--- src/rtl/rot_shamt_reduce_if.sv ---
// rtl/rot_shamt_reduce_if.sv - operand and result handshake bundle for rot_shamt_reduce
interface rot_shamt_reduce_if #(
    parameter int DATA_WIDTH  = 20,
    parameter int SHAMT_WIDTH = 5
);
    logic                   in_valid;
    logic                   in_ready;
    logic [DATA_WIDTH-1:0]  data_in;
    logic [DATA_WIDTH-1:0]  shift_amount;
    logic                   out_valid;
    logic                   out_ready;
    logic [DATA_WIDTH-1:0]  data_out;
    logic [SHAMT_WIDTH-1:0] shamt_out;

    modport master (
        output in_valid, data_in, shift_amount, out_ready,
        input  in_ready, out_valid, data_out, shamt_out
    );

    modport slave (
        input  in_valid, data_in, shift_amount, out_ready,
        output in_ready, out_valid, data_out, shamt_out
    );
endinterface

--- src/rtl/rot_shamt_reduce.sv ---
// rtl/rot_shamt_reduce.sv - reduces a full-width rotate amount modulo DATA_WIDTH, one bit per cycle
module rot_shamt_reduce #(
    parameter int DATA_WIDTH  = 20,
    parameter int SHAMT_WIDTH = 5
) (
    input  logic              clk,
    input  logic              rst,
    rot_shamt_reduce_if.slave bus
);
    localparam int IDX_W = (DATA_WIDTH > 1) ? $clog2(DATA_WIDTH) : 1;
    localparam logic [SHAMT_WIDTH:0] MODULUS = (SHAMT_WIDTH+1)'(DATA_WIDTH);
    localparam logic [IDX_W-1:0]     IDX_TOP = IDX_W'(DATA_WIDTH - 1);

    typedef enum logic [1:0] {
        IDLE,
        REDUCE,
        DONE
    } state_t;

    state_t                 state_q;
    logic [DATA_WIDTH-1:0]  data_q;
    logic [DATA_WIDTH-1:0]  amt_q;
    logic [DATA_WIDTH-1:0]  data_out_q;
    logic [SHAMT_WIDTH-1:0] rem_q;
    logic [SHAMT_WIDTH-1:0] shamt_q;
    logic [IDX_W-1:0]       idx_q;
    logic                   in_ready_q;
    logic                   out_valid_q;

    logic [SHAMT_WIDTH:0]   t;
    logic [SHAMT_WIDTH:0]   t_sub;
    logic [SHAMT_WIDTH-1:0] rem_d;

    // Restoring remainder step: t < 2*DATA_WIDTH, so one conditional subtract suffices
    always_comb begin
        t     = {rem_q, amt_q[idx_q]};
        t_sub = t - MODULUS;
        rem_d = (t >= MODULUS) ? t_sub[SHAMT_WIDTH-1:0] : t[SHAMT_WIDTH-1:0];
    end

    always_ff @(posedge clk) begin
        if (rst) begin
            state_q     <= IDLE;
            data_q      <= '0;
            amt_q       <= '0;
            data_out_q  <= '0;
            rem_q       <= '0;
            shamt_q     <= '0;
            idx_q       <= '0;
            in_ready_q  <= 1'b1;
            out_valid_q <= 1'b0;
        end else begin
            case (state_q)
                IDLE: begin
                    if (bus.in_valid) begin
                        data_q     <= bus.data_in;
                        amt_q      <= bus.shift_amount;
                        rem_q      <= '0;
                        idx_q      <= IDX_TOP;
                        in_ready_q <= 1'b0;
                        state_q    <= REDUCE;
                    end
                end
                REDUCE: begin
                    rem_q <= rem_d;
                    if (idx_q == '0) begin
                        data_out_q  <= data_q;
                        shamt_q     <= rem_d;
                        out_valid_q <= 1'b1;
                        state_q     <= DONE;
                    end else begin
                        idx_q <= idx_q - 1'b1;
                    end
                end
                DONE: begin
                    if (bus.out_ready) begin
                        out_valid_q <= 1'b0;
                        in_ready_q  <= 1'b1;
                        state_q     <= IDLE;
                    end
                end
                default: begin
                    out_valid_q <= 1'b0;
                    in_ready_q  <= 1'b1;
                    state_q     <= IDLE;
                end
            endcase
        end
    end

    assign bus.in_ready  = in_ready_q;
    assign bus.out_valid = out_valid_q;
    assign bus.data_out  = data_out_q;
    assign bus.shamt_out = shamt_q;
endmodule
--- src/flat_wrapper.sv ---
// flat-port wrapper written by rule: the top's interface ports become plain ports
module rot_shamt_reduce_flat 
#(
    parameter int DATA_WIDTH  = 20,
    parameter int SHAMT_WIDTH = 5
)
  (clk, rst, bus_in_valid, bus_data_in, bus_shift_amount, bus_out_ready, bus_in_ready, bus_out_valid, bus_data_out, bus_shamt_out);
  rot_shamt_reduce_if #(.DATA_WIDTH(DATA_WIDTH), .SHAMT_WIDTH(SHAMT_WIDTH)) bus_i ();
  input  logic clk;
  input  logic rst;
  input wire logic [$bits(bus_i.in_valid)-1:0] bus_in_valid;
  input wire logic [$bits(bus_i.data_in)-1:0] bus_data_in;
  input wire logic [$bits(bus_i.shift_amount)-1:0] bus_shift_amount;
  input wire logic [$bits(bus_i.out_ready)-1:0] bus_out_ready;
  output wire logic [$bits(bus_i.in_ready)-1:0] bus_in_ready;
  output wire logic [$bits(bus_i.out_valid)-1:0] bus_out_valid;
  output wire logic [$bits(bus_i.data_out)-1:0] bus_data_out;
  output wire logic [$bits(bus_i.shamt_out)-1:0] bus_shamt_out;
  assign bus_i.in_valid = bus_in_valid;
  assign bus_i.data_in = bus_data_in;
  assign bus_i.shift_amount = bus_shift_amount;
  assign bus_i.out_ready = bus_out_ready;
  assign bus_in_ready = bus_i.in_ready;
  assign bus_out_valid = bus_i.out_valid;
  assign bus_data_out = bus_i.data_out;
  assign bus_shamt_out = bus_i.shamt_out;
  rot_shamt_reduce #(.DATA_WIDTH(DATA_WIDTH), .SHAMT_WIDTH(SHAMT_WIDTH)) u_core (.clk(clk), .rst(rst), .bus(bus_i));
endmodule
--- config.mk ---
export PLATFORM = sky130hd
export DESIGN_NAME = rot_shamt_reduce_flat
export DESIGN_NICKNAME = d
export VERILOG_FILES = /design/src/rtl/rot_shamt_reduce_if.sv /design/src/rtl/rot_shamt_reduce.sv /design/src/flat_wrapper.sv
export SDC_FILE = /design/constraint.sdc
export NUM_CORES = 1
export LEC_CHECK = 0
export ABC_AREA = 1
export BUFFER_PORTS_ARGS = -buffer_cell sky130_fd_sc_hd__buf_4
export CAP_MARGIN = 25
export CORE_MARGIN = 3
export CORE_UTILIZATION = 48
export CTS_CLUSTER_SIZE = 25
export DETAILED_ROUTE_END_ITERATION = 10
export PLACE_DENSITY = 0.83
export SLEW_MARGIN = 40
export SYNTH_ARGS = -nofsm -noshare
export SYNTH_HDL_FRONTEND = slang
export SYNTH_SLANG_ARGS = --single-unit
--- constraint.sdc ---
create_clock -name clk -period 1.48 [get_ports clk]
set_clock_uncertainty 0.05 [all_clocks]
set_input_delay 0.296 -clock clk [delete_from_list [all_inputs] [get_ports clk]]
set_output_delay 0.296 -clock clk [all_outputs]
set_load 0.02 [all_outputs]
* Word level (Yosys, flattened, before mapping) *
Index checks and enable logic that the tools add are counted.

word-level totals
  bits in registers = 79
  bits of input ports = 44
  output and inout bits = 27
  word-level logic and storage cells = 49

cells by class
  add/subtract/negate cells = 2
  magnitude comparators = 2
  equal/unequal tests = 6
  mux-type cells = 18
  bitwise gates (word level) = 2
  reductions and logical operators = 10

operators with widths
  cell                 count
  $mux 5               4
  $pmux 5 s2           2
  $reduce_and 3->1     4
  $ge 6x5->1 const B   1
  $lt 5x6->1 const B   1
  $mux 2               3
  $ne 2x2->1 const B   3
  $pmux 1 s3           2
  $pmux 2 s3           1
  $reduce_and 2->1     3
  $bmux 1 s5           1
  $logic_not 5->1      1
  $mux 1               5
  $sub 5x1->5 const B  1
  $sub 5x5->5 const B  1
  $eq 2x1->1 const B   1
  $eq 2x2->1 const B   1
  $logic_not 2->1      1
  $ne 2x1->1 const B   1
  $not 1->1            2
  $reduce_bool 2->1    1

* Logic depth before layout (Yosys ltp) *
  depth in word-level cells = 5
  mapped depth = 16
  gate-level depth less buffers = 16

* Least setup slack after synthesis *
OpenSTA, ideal clock, no wires.

  kind = flip-flop to flip-flop
  from = reg u_core.idx_q[0]
  to = reg u_core.data_out_q[0], in the netlist u_core.bus.data_out[0]
  library setup time = 0.116 ns
  data arrival time = 1.361 ns
  required time = 1.314 ns
  setup slack = -0.047 ns
  cell stages (with the launch flop) = 9
  buffers on the path = 1
  clock period less this slack = 1.527 ns
  path through = dfxtp_1 inv_2 ha_1 nand3_1 nor2_1 inv_1 clkbuf_1 nor2_1 nor2_1

between the ends
  word-level cells in the longest chain between the ends = 2

RTL lines
  element                     line                    RTL
  from (decl)                 rot_shamt_reduce.sv:26  logic [IDX_W-1:0] idx_q;
  from (signal assigned)      rot_shamt_reduce.sv:72  idx_q <= idx_q - 1'b1;
  $logic_not 5->1             rot_shamt_reduce.sv:66  if (idx_q == '0) begin
  $reduce_and 2->1 (no line)  -
  to (signal assigned)        rot_shamt_reduce.sv:67  data_out_q <= data_q;
  to (decl)                   rot_shamt_reduce.sv:23  logic [DATA_WIDTH-1:0] data_out_q;

Every way passes these cells.
A chain may end at the register's enable or synchronous reset.

* Worst setup path after layout *
  from = reg u_core.idx_q[0]
  to = reg u_core.shamt_q[3], in the netlist u_core.bus.shamt_out[3]

between the ends
  word-level cells in the longest chain between the ends = 4
  elaborated cells on any way between the ends = 7
  those cells by class = add/sub: 1; order compare: 1; mux: 3; reduce/logical: 2

RTL lines
  element                                           line                                            RTL
  $bmux 1 s5                                        rot_shamt_reduce.sv:36                          t = {rem_q, amt_q[idx_q]};
  $mux 1 (not written as such)                      rot_shamt_reduce.sv:36
  $sub 5x5->5 / $ge 6x5->1 (equally long branches)  rot_shamt_reduce.sv:37, rot_shamt_reduce.sv:38
  $mux 5                                            rot_shamt_reduce.sv:38                          rem_d = (t >= MODULUS) ? t_sub[SHAMT_WIDTH-1:0] : t[SHAMT_WIDTH-1:0];
  to (signal assigned)                              rot_shamt_reduce.sv:68                          shamt_q <= rem_d;
  to (decl)                                         rot_shamt_reduce.sv:25                          logic [SHAMT_WIDTH-1:0] shamt_q;

Several ways; a longest one is shown, not always the timed one. The select of a mux whose other input is x is not followed.

==> metrics <==
status=finished, violations left; failing checks=negative setup slack; Distinct cells, synth=26; CTS tree=built; vias per cell=5.14; CTS buffer count=9; latest clock arrival within the worst-skew pair=between 300 and 400 ps; Mean Syn Cell Area=~7.5 µm²; area growth from synthesis to layout=35.9%; Cells after Synth=~420; post-synth design cell area=between 3000 and 4000 µm²; Rows=28; core footprint=around 6100 µm²; critical path class=reg -> reg; Max VDD drop=0.889 mV; GP Congestion=between 0.8 and 0.9; Cell Pwr Density=1280 nW/µm²; Detailed Route WL=between 7 and 8 mm; # H-tree levels=3; dpl cell area=between 3000 and 4000 µm²; post-route cell area=between 4000 and 5000 µm²; Die Ht=around 87 µm; total power=0.00550 W; hold path cells=2; period utilisation layout=110%; Clock Sinks=79; Post-synth EDFFs=0; pre-CTS WS=-83.2 ps; Clock Tree Buf Depth=2; first drt pass iteration count=5; fillers=roughly 480; dpl hpwl=about 5.1 mm; ANT nets after route=0; setup TNS=-670 ps; Total GRT Usage=about a fifth; Die ar.=7570 µm²; clk slew on worst S/H paths=80 ps; DR vias=3022; startpoint types=flip-flop; Max Cap Viol=0; footprint of the multi-input gates=around 1500 µm²; Min Hold Slack=138 ps; layout cell share with drive strength beyond 1=32.0%; Post-synth ARST share=0%; slew at the pin closest to its max-slew limit=around 320 ps; worst r2r path cells=16; largest net degree at the start of global routing=40; DRT iter0 DRCs=154; # diodes=0; number of global-route vias before repair=~2800; Slew Limit Fails=0; synth warn=0; critical path endpoint category=flip-flop; post-synthesis sequential area ratio=roughly 50%; final worst path period need=1630 ps; P_leak=1.96 nW; wire length per cell=13.3 µm; Synth Register Bits=79; Fmax=between 600 and 700 MHz; syn_nets=470; NumNets Final=557; Req. time, crit path=around 1700 ps; CP arrival=1830 ps; CP Max Fanout=6; relative slew slack=around four fifths; initial core utilization=roughly half; Die Wd=~87 µm; final-report hold violation count=0; FF/Latch Area=between 1500 and 2000 µm²; residual DRC count=0; final setup fails=8; Setup WS post-layout=-149 ps; IO buf count=70; hold bufs inserted after CTS=0; IO Count=around 70; grt ovf=0; first-pass GRT wire length=12.4 mm; min-delay worst type=in -> reg; main flop type after synthesis=dfxtp_1; initial antenna violation count=0; root buf cell=clkbuf_8; RSZ-0062 raised after global routing=yes
-- path summary, 6_finish.rpt --
| kind | startpoint | endpoint | slack (ps) |
|---|---|---|---|
| worst max-delay path | u_core.idx_q[0]$_SDFFE_PP0P_ | u_core.bus.shamt_out[3]$_SDFFE_PP0P_ | -150 |
| worst min-delay path | rst | u_core.rem_q[2]$_SDFFE_PP0P_ | 140 |
| worst max register to register | u_core.idx_q[0]$_SDFFE_PP0P_ | u_core.bus.shamt_out[3]$_SDFFE_PP0P_ | -150 |
| worst min register to register | u_core.amt_q[4]$_SDFFE_PP0P_ | u_core.amt_q[4]$_SDFFE_PP0P_ | 410 |
-- state kept, by name, summed over array words and instances, names as in the netlist --
register	flops
u_core.rem_q	5
u_core.bus.out_valid	1
u_core.amt_q	20
u_core.bus.data_out	20
u_core.idx_q	5
u_core.data_q	20
u_core.bus.shamt_out	5
u_core.bus.in_ready	1
u_core.state_q	2
-- worst max-delay path, cell delays in order (launching register included) --
cell and delay (ps):
dfxtp_4 410, buf_6 140, nand2_2 60, nand3_2 60
nand2_1 50, nand2_1 50, nand2_1 60, inv_2 50
nand2_2 50, nand2_2 70, nand3_2 100, nand2_2 120
nand2_2 70, nand2_2 70, nand2_1 50, nand2_1 60
inv_1 30
-- cell usage in the layout, fill, tap and decap left out, types with 2 or more instances in the layout --
cell type and instances:
nand2_2 13, o21ai_0 64, inv_1 25, nor2_4 5, ha_4 2, buf_6 6, dfxtp_2 5, nand3_2 7
ha_1 2, nand3_1 12, inv_6 2, o21a_1 4, inv_2 9, buf_12 2, dfxtp_1 73, a21oi_1 23
o21ai_1 7, clkbuf_8 11, clkinvlp_4 2, a31oi_1 4, nor3b_1 2, nand2_1 33, buf_4 90, nor2_1 97
-- where the power goes --
group          switching [W]  internal (W)
clock               0.000785      0.000868
sequential          0.000134       0.00235
combinational       0.000764      0.000596
total                0.00168       0.00382
-- through the flow --
| stage | util (%) | cells |
|---|---|---|
| after CTS | 67.9 | 586 |
| after global placement | 63.2 | 569 |
| after global routing | 69.8 | 588 |
| after floorplan | - | 422 |
| final | 69.8 | 588 |
| after detailed placement | 63.2 | 569 |
-- cell usage after synthesis (2+ instances only) --
library cell	count	area, µm²
or2_2	2	12.5
inv_1	30	113
dfxtp_1	79	1580
ha_1	4	50.1
clkbuf_1	17	63.8
nand2_2	2	12.5
nand3_2	2	20.0
o21a_1	4	30.0
o21ai_1	4	20.0
nand3_1	17	85.1
nor3b_1	2	15.0
a31oi_1	5	31.3
nor2_1	101	379
inv_2	6	22.5
buf_4	3	22.5
o21ai_0	67	335
nand2_1	45	169
a21oi_1	24	120
-- per-layer routing --
layer / up-vias / part of all wire [%] / track usage [%]
li1: 1539 / - / -
met1: 1372 / 43 / 25.2
met2: 99 / 49 / 34.3
met3: 12 / 7.1 / 6.24
met4: 0 / 1.7 / 6.80
met5: - / 0 / 0
-- final cells by class --
type,count,share of cell area (%)
Sequential cell,79,37.2
Multi-Input combinational cell,285,34.2
Timing Repair Buffer,98,18.3
Clock buffer,11,3.54
Inverter,36,3.33
Tap cell,75,2.19
Clock inverter,4,1.26
-- logic make-up (layout without fill, tap and decap cells) --
family / Yosys count / in the layout / synth area share, %
adder cells (fa/ha/maj): 4 / 4 / 1.59
buffers and inverters: 58 / 149 / 7.62
AO/OA/AOI/OAI: 106 / 106 / 17.7
flip-flops: 79 / 79 / 50.2
AND/OR/NAND/NOR: 175 / 175 / 22.9
-- what timing repair did --
| action | in CTS | in global routing |
|---|---|---|
| resized for setup | 22 | 33 |
| setup buffers | 2 | 2 |
| pin swaps | 9 | 18 |
| endpoints found under the setup margin | 33 | 41 |
Note: power is estimated with default switching activity, not from simulation.
